File: config.mk
export PLATFORM = sky130hd
export DESIGN_NAME = mem_responder
export DESIGN_NICKNAME = d
export VERILOG_FILES = /design/src/rtl/mem_responder_pkg.sv /design/src/rtl/mem_lat_counter.sv /design/src/rtl/mem_responder.sv
export SDC_FILE = /design/constraint.sdc
export NUM_CORES = 1
export LEC_CHECK = 0
export CORE_UTILIZATION = 36
export CTS_CLUSTER_DIAMETER = 150
export DETAILED_ROUTE_END_ITERATION = 12
export HOLD_SLACK_MARGIN = 0.15
export PLACE_DENSITY = 0.78
export SYNTH_ARGS = -nofsm -noshare
export SYNTH_HDL_FRONTEND = slang
export SYNTH_HIERARCHICAL = 1
export SYNTH_SLANG_ARGS = --single-unit
File: constraint.sdc
create_clock -name clk -period 1.5 [get_ports clk]
set_input_delay 0.225 -clock clk [delete_from_list [all_inputs] [get_ports clk]]
set_output_delay 0.225 -clock clk [all_outputs]
set_load 0.01 [all_outputs]
File: src/rtl/mem_responder_pkg.sv
// Shared definitions for the memory responder slice.
// Holds the FSM state encoding, the data word width and the address range check.
package mem_responder_pkg;

    localparam int WORD_W = 16;

    typedef enum logic [1:0] {
        ST_IDLE    = 2'd0,
        ST_WRITE   = 2'd1,
        ST_RD_WAIT = 2'd2,
        ST_RESP    = 2'd3
    } state_t;

    // Any address bit at or above the BRAM word-address width makes the request unreachable.
    function automatic logic addrOutOfRange(input logic [WORD_W-1:0] addr, input int addrW);
        return (addr >> addrW) != '0;
    endfunction

endpackage

File: src/rtl/mem_lat_counter.sv
// Loadable down-counter that flags the last cycle of a BRAM read wait.
// Loaded with RD_LAT on a read acceptance; o_done is high in the final wait cycle.
module mem_lat_counter #(
    parameter int RD_LAT = 1
) (
    input  logic clk,
    input  logic rst,
    input  logic i_load,
    output logic o_done
);

    localparam int CNT_W = 2;

    logic [CNT_W-1:0] r_count;

    always_ff @(posedge clk or negedge rst) begin
        if (!rst) begin
            r_count <= '0;
        end else if (i_load) begin
            r_count <= CNT_W'(RD_LAT);
        end else if (r_count != '0) begin
            r_count <= r_count - CNT_W'(1);
        end
    end

    assign o_done = (r_count == CNT_W'(1));

endmodule

File: src/rtl/mem_responder.sv
// Memory-side responder between the multicycle control FSM and a single-port BRAM.
// Serves one fetch, load or store at a time and latches fetched instructions.
module mem_responder
    import mem_responder_pkg::*;
#(
    parameter int ADDR_W = 10,
    parameter int RD_LAT = 1
) (
    input  logic              clk,
    input  logic              rst,
    input  logic              i_req_valid,
    output logic              o_req_ready,
    input  logic              i_req_we,
    input  logic              i_req_fetch,
    input  logic [WORD_W-1:0] i_req_addr,
    input  logic [WORD_W-1:0] i_req_wdata,
    output logic              o_rsp_valid,
    output logic [WORD_W-1:0] o_rsp_rdata,
    output logic [WORD_W-1:0] o_instr_out,
    output logic              o_instr_valid,
    output logic              o_err,
    output logic [ADDR_W-1:0] o_mem_addr,
    output logic              o_mem_we,
    output logic [WORD_W-1:0] o_mem_wdata,
    input  logic [WORD_W-1:0] i_mem_rdata
);

    state_t              r_state;
    logic                r_reqReady;
    logic                r_rspValid;
    logic                r_err;
    logic                r_badReq;
    logic                r_isFetch;
    logic                r_memWe;
    logic [ADDR_W-1:0]   r_memAddr;
    logic [WORD_W-1:0]   r_memWdata;
    logic [WORD_W-1:0]   r_instrOut;
    logic                r_instrValid;

    logic                w_accept;
    logic                w_badReq;
    logic                w_loadCnt;
    logic                w_latDone;

    assign w_accept  = (r_state == ST_IDLE) && i_req_valid;
    assign w_badReq  = addrOutOfRange(i_req_addr, ADDR_W) || (i_req_we && i_req_fetch);
    assign w_loadCnt = w_accept && !w_badReq && !i_req_we;

    mem_lat_counter #(
        .RD_LAT(RD_LAT)
    ) u_latCounter (
        .clk   (clk),
        .rst   (rst),
        .i_load(w_loadCnt),
        .o_done(w_latDone)
    );

    // Rejected requests skip the BRAM entirely and answer from RESP with err set.
    always_ff @(posedge clk or negedge rst) begin
        if (!rst) begin
            r_state      <= ST_IDLE;
            r_reqReady   <= 1'b1;
            r_rspValid   <= 1'b0;
            r_err        <= 1'b0;
            r_badReq     <= 1'b0;
            r_isFetch    <= 1'b0;
            r_memWe      <= 1'b0;
            r_memAddr    <= '0;
            r_memWdata   <= '0;
            r_instrOut   <= '0;
            r_instrValid <= 1'b0;
        end else begin
            case (r_state)
                ST_IDLE: begin
                    if (w_accept) begin
                        r_reqReady <= 1'b0;
                        r_badReq   <= w_badReq;
                        r_isFetch  <= i_req_fetch && !w_badReq;
                        if (w_badReq) begin
                            r_state    <= ST_RESP;
                            r_rspValid <= 1'b1;
                            r_err      <= 1'b1;
                        end else if (i_req_we) begin
                            r_state    <= ST_WRITE;
                            r_memWe    <= 1'b1;
                            r_memAddr  <= i_req_addr[ADDR_W-1:0];
                            r_memWdata <= i_req_wdata;
                            r_rspValid <= 1'b1;
                        end else begin
                            r_state   <= ST_RD_WAIT;
                            r_memAddr <= i_req_addr[ADDR_W-1:0];
                            if (i_req_fetch) begin
                                r_instrValid <= 1'b0;
                            end
                        end
                    end
                end
                ST_WRITE: begin
                    r_memWe    <= 1'b0;
                    r_rspValid <= 1'b0;
                    r_reqReady <= 1'b1;
                    r_state    <= ST_IDLE;
                end
                ST_RD_WAIT: begin
                    if (w_latDone) begin
                        r_state    <= ST_RESP;
                        r_rspValid <= 1'b1;
                    end
                end
                ST_RESP: begin
                    r_rspValid <= 1'b0;
                    r_err      <= 1'b0;
                    r_reqReady <= 1'b1;
                    r_state    <= ST_IDLE;
                    if (r_isFetch) begin
                        r_instrOut   <= i_mem_rdata;
                        r_instrValid <= 1'b1;
                    end
                end
                default: begin
                    r_state <= ST_IDLE;
                end
            endcase
        end
    end

    // BRAM data is only present during RESP, so read data is steered straight from the BRAM output register.
    assign o_rsp_rdata   = ((r_state == ST_RESP) && !r_badReq) ? i_mem_rdata : '0;
    assign o_req_ready   = r_reqReady;
    assign o_rsp_valid   = r_rspValid;
    assign o_err         = r_err;
    assign o_mem_we      = r_memWe;
    assign o_mem_addr    = r_memAddr;
    assign o_mem_wdata   = r_memWdata;
    assign o_instr_out   = r_instrOut;
    assign o_instr_valid = r_instrValid;

endmodule

### Word level (Yosys, flattened, before mapping)

Index checks and enable logic that the tools add are counted.

* register bits: 53
* bits in latches: 0
* RAM bits: 0
* ROM bits: 0
* input port bits: 53
* output and inout port bits: 63
* logic and storage cells: 82
* memories kept: 0

* $add $sub $neg: 1
* multiply operators: 0
* div/mod/pow operators: 0
* $lt $le $gt $ge: 0
* equality and inequality tests: 13
* shift-type cells: 0
* muxes and demuxes: 27
* bitwise logic cells: 1
* reductions and logical operators: 28

Operators with widths (count)
* 16-bit 2-to-1 mux: 1
* 16-bit nonzero test: 1
* 1-bit 2-to-1 mux: 14
* 2-bit != test (second input constant): 7
* 2-bit 2-to-1 mux: 6
* 2-bit nonzero test: 5
* 3-bit AND reduction: 3
* 1-bit one-hot mux with 2 select lines: 4
* 2-bit AND reduction: 4
* 4-bit AND reduction: 2
* 1-bit logical AND: 6
* 2-bit one-hot mux with 3 select lines: 1
* 6-bit AND reduction: 1
* 2-bit by 1-bit == test with 1-bit output (second input constant): 2
* 2-bit == test (second input constant): 2
* 1-bit zero test: 3
* 3-bit != test (second input constant): 1
* 1-bit one-hot mux with 3 select lines: 1
* 2-bit zero test: 1
* 2-bit by 1-bit != test with 1-bit output (second input constant): 1
* 2-bit OR reduction: 1
* 2-bit by 1-bit subtractor with 2-bit output (second input constant): 1
* 1-bit logical OR: 1
* 1-bit NOT: 1

### Depth between registers and ports, before layout

Gate-level depths: netlist of the first run.

* depth in word-level cells: 6
* gate-level depth with buffers: 5
* depth with buffers taken out: 5

### Cells and area by module

Netlist of the first run, hierarchy kept.

Modules (own cells, without submodules)
* mem_responder: times used 1, cells each 147, area each 2160.8 µm², seq. area each 1277.5 µm²
* mem_lat_counter: times used 1, cells each 10, area each 111.4 µm², seq. area each 50.0 µm²

### Least setup slack after synthesis of the first run

No wires, ideal clock.

* path type: register to register
* from: register r_state[1]
* to: register r_memWdata[10] (netlist: o_mem_wdata[10])
* setup time: 0.125 ns
* data arrival time: 1.524 ns
* required time: 1.375 ns
* slack: -0.149 ns
* cell stages (with the launch flop): 6
* path buffers: 2
* period minus slack after synthesis: 1.649 ns
* path through: dfrtp_1 > buf_4 > nor3b_4 > nand4_4 > buf_6 > mux2_4

* longest elaborated chain between the ends: 3

RTL lines
* start, declared: RTL line mem_responder.sv:28 `state_t r_state;`
* start signal, assigned: RTL line mem_responder.sv:61 `r_state <= ST_IDLE;`
* start signal, assigned: RTL line mem_responder.sv:80 `r_state <= ST_RESP;`
* start signal, assigned: RTL line mem_responder.sv:84 `r_state <= ST_WRITE;`
* 2-bit zero test *: RTL line mem_responder.sv:45, mem_responder.sv:73
* 1-bit logical AND: RTL line mem_responder.sv:45 `assign w_accept = (r_state == ST_IDLE) && i_req_valid;`
* 4-bit AND reduction (no line) *
* end signal, assigned: RTL line mem_responder.sv:87 `r_memWdata <= i_req_wdata;`
* end, declared: RTL line mem_responder.sv:36 `logic [WORD_W-1:0] r_memWdata;`

Every way passes the cells marked *; elsewhere a longest branch is shown, timed or not.
A chain may end at the register's enable or synchronous reset.

### Worst setup path after layout of the first run

* from: register r_state[0]
* to: register r_memWdata[6] (netlist: o_mem_wdata[6])

The elaborated chain is that of the path after synthesis.

==> key figures, run 1 <==
Timing
  • WHS: 0.236 ns
  • Final setup fails: 38
  • Min Clock Period, post-route: 1.59 ns
  • Final worst-path cycle share: 106%
  • Fin. Hold Viols: 0
  • Setup TNS: -1.98 ns
  • Slew HR: between 70% and 80%
  • Maximum clock rate: 627 MHz
  • Worst Slack Setup Final: -0.0939 ns
  • Slew of the pin with the lowest slew margin: 0.373 ns
  • Final Max Tran Viols: 0
  • Unrepaired setup endpoints after global routing: yes
  • Clock Skew: around 0.0090 ns

Synthesis
  • Synth async-reset ratio: 100%
  • Post-synth EDFFs: 0
  • Synth top area share: 57.3%
  • Syn avg cell area: 14.5 sq um
  • Synth Register Bits: between 50 and 60
  • Syn_nets: between 200 and 250
  • Syn. warnings: 6
  • Leading area contributor after synthesis: dfrtp_1
  • Top post-synthesis cells by area: dfrtp_1 57%, mux2_2 17%, mux2_4 5.9%, and2_1 4.4%, dfstp_2 1.2%
  • Commonest register cell after synthesis: dfrtp_1
  • Sequential cell area fraction in the yosys report: 58.4%
  • Cells after Synth: between 150 and 200
  • Yosys cell types: 31
  • Synthesized area: approximately 0.0023 sq mm

Placed design
  • Placed insts: 362
  • RD Place Congestion: 0.790
  • Detailed Place HPWL: about 3900 microns
  • Buffers on Ports: around 120

Route
  • DR pass1 iterations: 4
  • Vias: around 1,800
  • Drt initial violations: 37
  • Vias per Instance: 4.69
  • Wire per inst: 14.1 microns
  • Detailed Route WL: 5240 microns
  • ANT nets after route: 0
  • Post-route DRC: 0

Power and ir drop
  • Cell internal pwr: 0.00360 W
  • Sequential power share: 40.7%
  • Power Density: 1260 mW/mm^2
  • Gate power share: 36.3%
  • NetSw: 0.00133 W
  • Switching Fraction: 26.9%
  • Clock power frac: 23.0%
  • Leak Pwr: approximately 1.9 nW
  • VDD IR max: around 0.62 mV

Global route
  • Initial antenna violation count: 0
  • GRT Overall Usage: around 17%
  • First-pass GRT wire length: 8340 microns
  • Largest net degree at the start of global routing: 30
  • Vias in the first global route: 1,808
  • GRT Residual Overflow: 0

Outcome
  • Violated checks: negative setup slack
  • Status: finished with violations

Cells and area
  • Nets: 352
  • Area Growth Syn to Fin: 71.5%
  • Final core utilization: between 60% and 70%
  • Layout cells sized above 1: between 30% and 40%
  • Layout Cells excl Fill: 373
  • Most frequent cells in the layout: 91 x clkdlybuf4s50_1, 52 x dfrtp_1, 34 x mux2_2
  • # diodes: 0
  • Fillers: 481
  • Commonest non-fill, non-tap cell in the layout: clkdlybuf4s50_1

Clock network
  • Root Driver: clkbuf_8
  • TritonCTS Buffers: 5
  • TritonCTS clock tree: built
  • Clock-pin slew on the worst setup and hold paths: 0.10 ns
  • CTS H-tree depth: 2
  • Clk_lat worst skew: about 0.31 ns
  • Longest Clk Path Bufs: 2
  • Clock sinks: 53

Critical path
  • Critical path required time: approximately 1.7 ns
  • WP data arrival: 1.79 ns
  • CP Capture Type: register
  • Crit Path Category: reg2reg
  • Worst setup SP type: register
  • CP Max Fanout: 11

Floorplan
  • Die Wd: 81.4 microns
  • Total core area: 0.00599 sq mm
  • Row count: 28
  • # IOs: 116
  • Die span in y: 81.4 microns
  • Die area: 0.00663 sq mm
  • Initial core utilization: 37.9%

Run
  • Max-Cap Viols: 0

Min path
  • Hold WC Path Type: in2async
==> Yosys cell counts (2+ instances only) <==
library cell	count
ha_1	2
nand2_1	3
o21ai_0	3
inv_1	6
dfrtp_1	52
mux2_2	34
and2_1	16
nor2_1	6
mux2_4	9
nand3_1	2
nor2b_1	3
buf_6	2
==> stage by stage <==
stage | area, sq um | setup slack (ns) | power [W]
finish | 3900 | -0.0939 | 0.00492
floorplan | 2270 | -0.149 | 0.00278
detailed placement | 3660 | -0.359 | 0.00379
CTS | 3790 | -0.0923 | 0.00497
global route | 3900 | -0.135 | 0.00520
global placement | 3660 | -0.309 | 0.00373
==> registers in the layout, indices dropped and copies added (netlist names), 2 cells and up <==
register              flops
r_state                   2
o_instr_out              16
u_latCounter/r_count      2
o_mem_addr               10
o_mem_wdata              16
==> cell type report <==
class                           count  area (sq um)  area share (%)
Clock buffer                        5          68.8            1.77
Tap cell                           75          93.8            2.41
Clock inverter                      3          65.1            1.67
Multi-Input combinational cell     93           926            23.8
Sequential cell                    53          1330            34.1
Inverter                            6          22.5           0.578
Timing Repair Buffer              138          1390            35.7
==> power groups by stage <==
| stage | Sequential (W) | Combinational, W | Clock [W] |
|---|---|---|---|
| after CTS | 0.00201 | 0.00180 | 0.00116 |
| after floorplan | 0.00217 | 0.000614 | 0 |
| final | 0.00201 | 0.00179 | 0.00113 |
| after global placement | 0.00201 | 0.00172 | 0 |
| after global routing | 0.00206 | 0.00193 | 0.00121 |
| after detailed placement | 0.00203 | 0.00176 | 0 |
==> timing repair <==
item | CTS | global route
cloned | 1 | 0
setup buffers | 1 | 0
resized for setup | 81 | 26
pin swaps | 13 | 6
hold buffers | 1 | 0
setup endpoints to repair | 43 | 50
endpoints found under the hold margin | 52 | 0
==> critical path, cell delays in order, from the launching register on <==
cell     delay, ns
dfrtp_1       0.41
buf_6         0.13
nor3b_4       0.30
nand4_4       0.16
buf_12        0.19
mux2_4        0.29
==> worst paths after layout <==
| path | start | end | slack, ns | depth (start not counted) |
|---|---|---|---|---|
| max | r_state[0] | o_mem_wdata[6] | -0.09 | 5 |
| min | rst | o_instr_out[1] | 0.24 | 2 |
| max reg2reg | r_state[0] | o_mem_wdata[6] | -0.09 | 5 |
| min reg2reg | o_req_ready | o_req_ready | 0.49 | 2 |
| max in group asynchronous | rst | o_req_ready | 0.69 | 3 |
| min in group clk | o_req_ready | o_req_ready | 0.49 | 2 |
==> layer usage <==
metal	up-vias	global-route usage (%)	share of wire, %	wire [microns]
met5	-	0	0	0
met4	0	6.07	1.0	55
met3	5	4.78	10	539
met2	90	27.8	49	2560
met1	834	20.1	40	2080
li1	822	-	-	-
==> cell families (layout without fill, tap and decap cells) <==
kind of cell	after synthesis	after routing	share of synthesized area [%]
xor+xnor	1	1	0.386
buf+inv	11	152	2.70
mux	44	44	23.2
flops	53	53	58.4
compound gates	9	9	2.75
simple gates	37	37	11.4
fa+ha+maj	2	2	1.10
No activity file was read; power rests on OpenSTA's default activity.
==> run 2: changes to the inputs <==
--- a/config.mk
+++ b/config.mk
@@ -10,6 +10,7 @@
 export DETAILED_ROUTE_END_ITERATION = 12
 export HOLD_SLACK_MARGIN = 0.15
 export PLACE_DENSITY = 0.78
+export SLEW_MARGIN = 20
 export SYNTH_ARGS = -nofsm -noshare
 export SYNTH_HDL_FRONTEND = slang
 export SYNTH_HIERARCHICAL = 1
==> results of run 2 <==
Final layout, timing and power as in run 1 (identical DEF).
==> run 3: changes to the inputs <==
==> constraint.sdc (replaced) <==
create_clock -name clk -period 1.3 [get_ports clk]
set_input_delay 0.195 -clock clk [delete_from_list [all_inputs] [get_ports clk]]
set_output_delay 0.195 -clock clk [all_outputs]
set_load 0.01 [all_outputs]
==> run 3 against run 2 <==
  * The run still ends with negative setup slack left
  * Global-route usage rose by 0.65 points
  * Worst hold slack improved by 0.19 ns
  * Clock skew fell by 0.0023 ns
  * Via count rose by 2.2%
  * Critical path depth did not move
  * Largest cell class unchanged
  * Largest power group unchanged
==> key figures, run 3 (synthesis gave the netlist of run 1 again) <==
Outcome
  • Status: finished with violations
  • Violated checks: negative setup slack

Cells and area
  • # diodes: 0 (unchanged)
  • Fillers: 474 (-1.5%)
  • Layout Cells excl Fill: 378 (+1.3%)
  • Multi-input gate area: 1000 sq um (+8.0%)
  • Register Area: 0.00133 sq mm (unchanged)
  • Final core utilization: 66.7% (+1.6 points)
  • Most frequent cells in the layout: 52 x dfrtp_1, 49 x dlygate4sd2_1, 48 x clkdlybuf4s50_1
  • Layout cells sized above 1: 40.6% (+3.3 points)
  • Cell area after layout: 0.00399 sq mm (+2.5%)
  • Nets: 357 (+1.4%)
  • Commonest non-fill, non-tap cell in the layout: dfrtp_1
  • Area Growth Syn to Fin: 75.8%

Placed design
  • Placed insts: 360 (-0.55%)
  • Detailed Place HPWL: 3840 microns (-2.7%)
  • RD Place Congestion: 0.747 (-5.5%)
  • Placed cell areas: 0.00365 sq mm (-0.41%)
  • Buffers on Ports: 115 (unchanged)

Global route
  • GRT Residual Overflow: 0 (unchanged)
  • First-pass GRT wire length: 8530 microns (+2.3%)
  • GRT Overall Usage: 17.2% (+0.65 points)
  • Largest net degree at the start of global routing: 54 (+80%)
  • Vias in the first global route: 1,837 (+1.6%)
  • Initial antenna violation count: 0 (unchanged)

Power and ir drop
  • Switching Fraction: 28.9% (+2.0 points)
  • Sequential power share: 42.1% (+1.4 points)
  • NetSw: 0.00160 W (+20%)
  • Gate power share: 36.9% (+0.6 points)
  • Clock power frac: 20.9% (-2.1 points)
  • Cell internal pwr: 0.00393 W (+9.2%)
  • Power Density: 1380 mW/mm^2 (+9.5%)
  • Tot Pwr: 0.00552 W (+12%)
  • Leak Pwr: 2.06 nW (+8.2%)
  • VDD IR max: 0.724 mV (+16%)

Route
  • Highest metal used: met4
  • DR pass1 iterations: 4 (unchanged)
  • Detailed Route WL: 5660 microns (+7.9%)
  • ANT nets after route: 0 (unchanged)
  • M1 wire length: 2240 microns (+7.3%)
  • Met3 WL post-DR: 507 microns (-5.9%)
  • Drt initial violations: 56 (+51%)
  • Wire per inst: 15.0 microns (+6.4%)
  • Vias: 1,790 (+2.2%)
  • Post-route DRC: 0 (unchanged)
  • Met2 wire length: 2870 microns (+12%)
  • Vias per Instance: 4.74 (+0.88%)

Timing
  • Maximum clock rate: 620 MHz (-1.1%)
  • Slew HR: 79.6% (+4.5 points)
  • Setup TNS: -12.04 ns (-10.06 ns)
  • Final worst-path cycle share: 124% (+18 points)
  • Min Clock Period, post-route: 1.61 ns (+0.0178 ns)
  • Worst Slack Setup Final: -0.312 ns (-0.218 ns)
  • Slew of the pin with the lowest slew margin: 0.304 ns (-0.0691 ns)
  • Unrepaired setup endpoints after global routing: yes
  • Final Max Tran Viols: 0 (unchanged)
  • Clock Skew: 0.00668 ns (-0.00230 ns)
  • Final setup fails: 65 (+71%)
  • Fin. Hold Viols: 0 (unchanged)

Clock network
  • Clock-pin slew on the worst setup and hold paths: 0.09 ns (about the same)
  • Root Driver: clkbuf_8
  • Clock sinks: 53 (unchanged)
  • TritonCTS Buffers: 5 (unchanged)
  • Clk_lat worst skew: 0.30 ns (about the same)
  • CTS H-tree depth: 2 (unchanged)
  • Longest Clk Path Bufs: 2 (unchanged)
  • TritonCTS clock tree: built

Critical path
  • WP data arrival: 1.80 ns (about the same)
  • Worst path cell trace: buf_6 > nor3b_4 > nand4_4 > clkbuf_16 > mux2_4
  • Worst setup SP type: register
  • CP peak stage delay: 0.41 ns (about the same)
  • CP Capture Type: register
  • CP Max Fanout: 5 (-6)
  • Crit Path Category: reg2reg
  • Critical path required time: 1.49 ns (-0.20 ns)
  • Critical Path Slowest Stage Cell: dfrtp_1

Min path
  • Hold WC Path Type: in2async

Floorplan
  • Die area: 0.00663 sq mm (unchanged)
  • Initial core utilization: 37.9% (unchanged)
  • Die span in y: 81.4 microns (unchanged)
  • Total core area: 0.00599 sq mm (unchanged)
  • Row count: 28 (unchanged)
  • # IOs: 116 (unchanged)
  • Die Wd: 81.4 microns (unchanged)

Run
  • Max-Cap Viols: 0 (unchanged)
## run 3: changes by cell type in the layout (fill, tap and decap cells not counted), moves of 6 or more
cell	previous run	this run
dlymetal6s2s_1	6	0
clkdlybuf4s50_1	91	48
mux2_4	9	19
dlygate4sd2_1	1	49
buf_6	18	28
mux2_2	34	24
## run 3: through the flow
stage	hold WS, ns	setup slack (ns)
floorplan	-0.101	-0.349
detailed placement	0.212	-0.530
CTS	0.428	-0.331
finish	0.423	-0.312
global route	0.434	-0.349
global placement	0.213	-0.485
## run 3: layer usage
metal | vias to the layer above | track usage [%]
met3 | 6 | 5.44
li1 | 828 | -
met2 | 84 | 30.9
met1 | 872 | 19.7
met4 | 0 | 4.29
met5 | - | 0
## run 3: worst paths after layout
kind,to,startpoint,cells after the start,slack (ns)
max reg2reg,o_mem_wdata[3],r_state[0],5,-0.31
min,o_instr_out[15],rst,3,0.42
max,o_mem_wdata[3],r_state[0],5,-0.31
min in group clk,o_instr_valid,o_instr_valid,1,0.49
max in group asynchronous,o_req_ready,rst,3,0.61
min reg2reg,o_instr_valid,o_instr_valid,1,0.49
## run 3: final cells by class
cell class	count	share of cell area (%)
sequential	53	33.2
tap	75	2.35
clock buffer	6	2.07
inverter	6	0.564
multi-input combinational	93	25.0
clock inverter	2	0.940
timing repair buffer	143	35.8
## run 3: critical path: cells and delay by family (launching register included)
kind                   cells  cell delay, ns
buffers and inverters      2            0.34
flip-flops                 1            0.41
multiplexers               1            0.29
AND/OR/NAND/NOR            2            0.46
## run 3: what timing repair did
| item | in CTS | in global routing |
|---|---|---|
| pin swaps | 13 | 15 |
| setup buffers | 8 | 2 |
| hold buffers | 1 | 0 |
| resized for setup | 147 | 45 |
| cloned | 4 | 0 |
| endpoints found under the setup margin | 111 | 67 |
| endpoints found under the hold margin | 53 | 0 |
## run 3: power by group through the flow
stage                     combinational [W]  clock (W)  sequential [W]
after floorplan                    0.000709          0         0.00250
after global placement              0.00200          0         0.00232
after detailed placement            0.00205          0         0.00235
after CTS                           0.00192    0.00119         0.00231
after global routing                0.00221    0.00126         0.00238
final                               0.00204    0.00116         0.00233
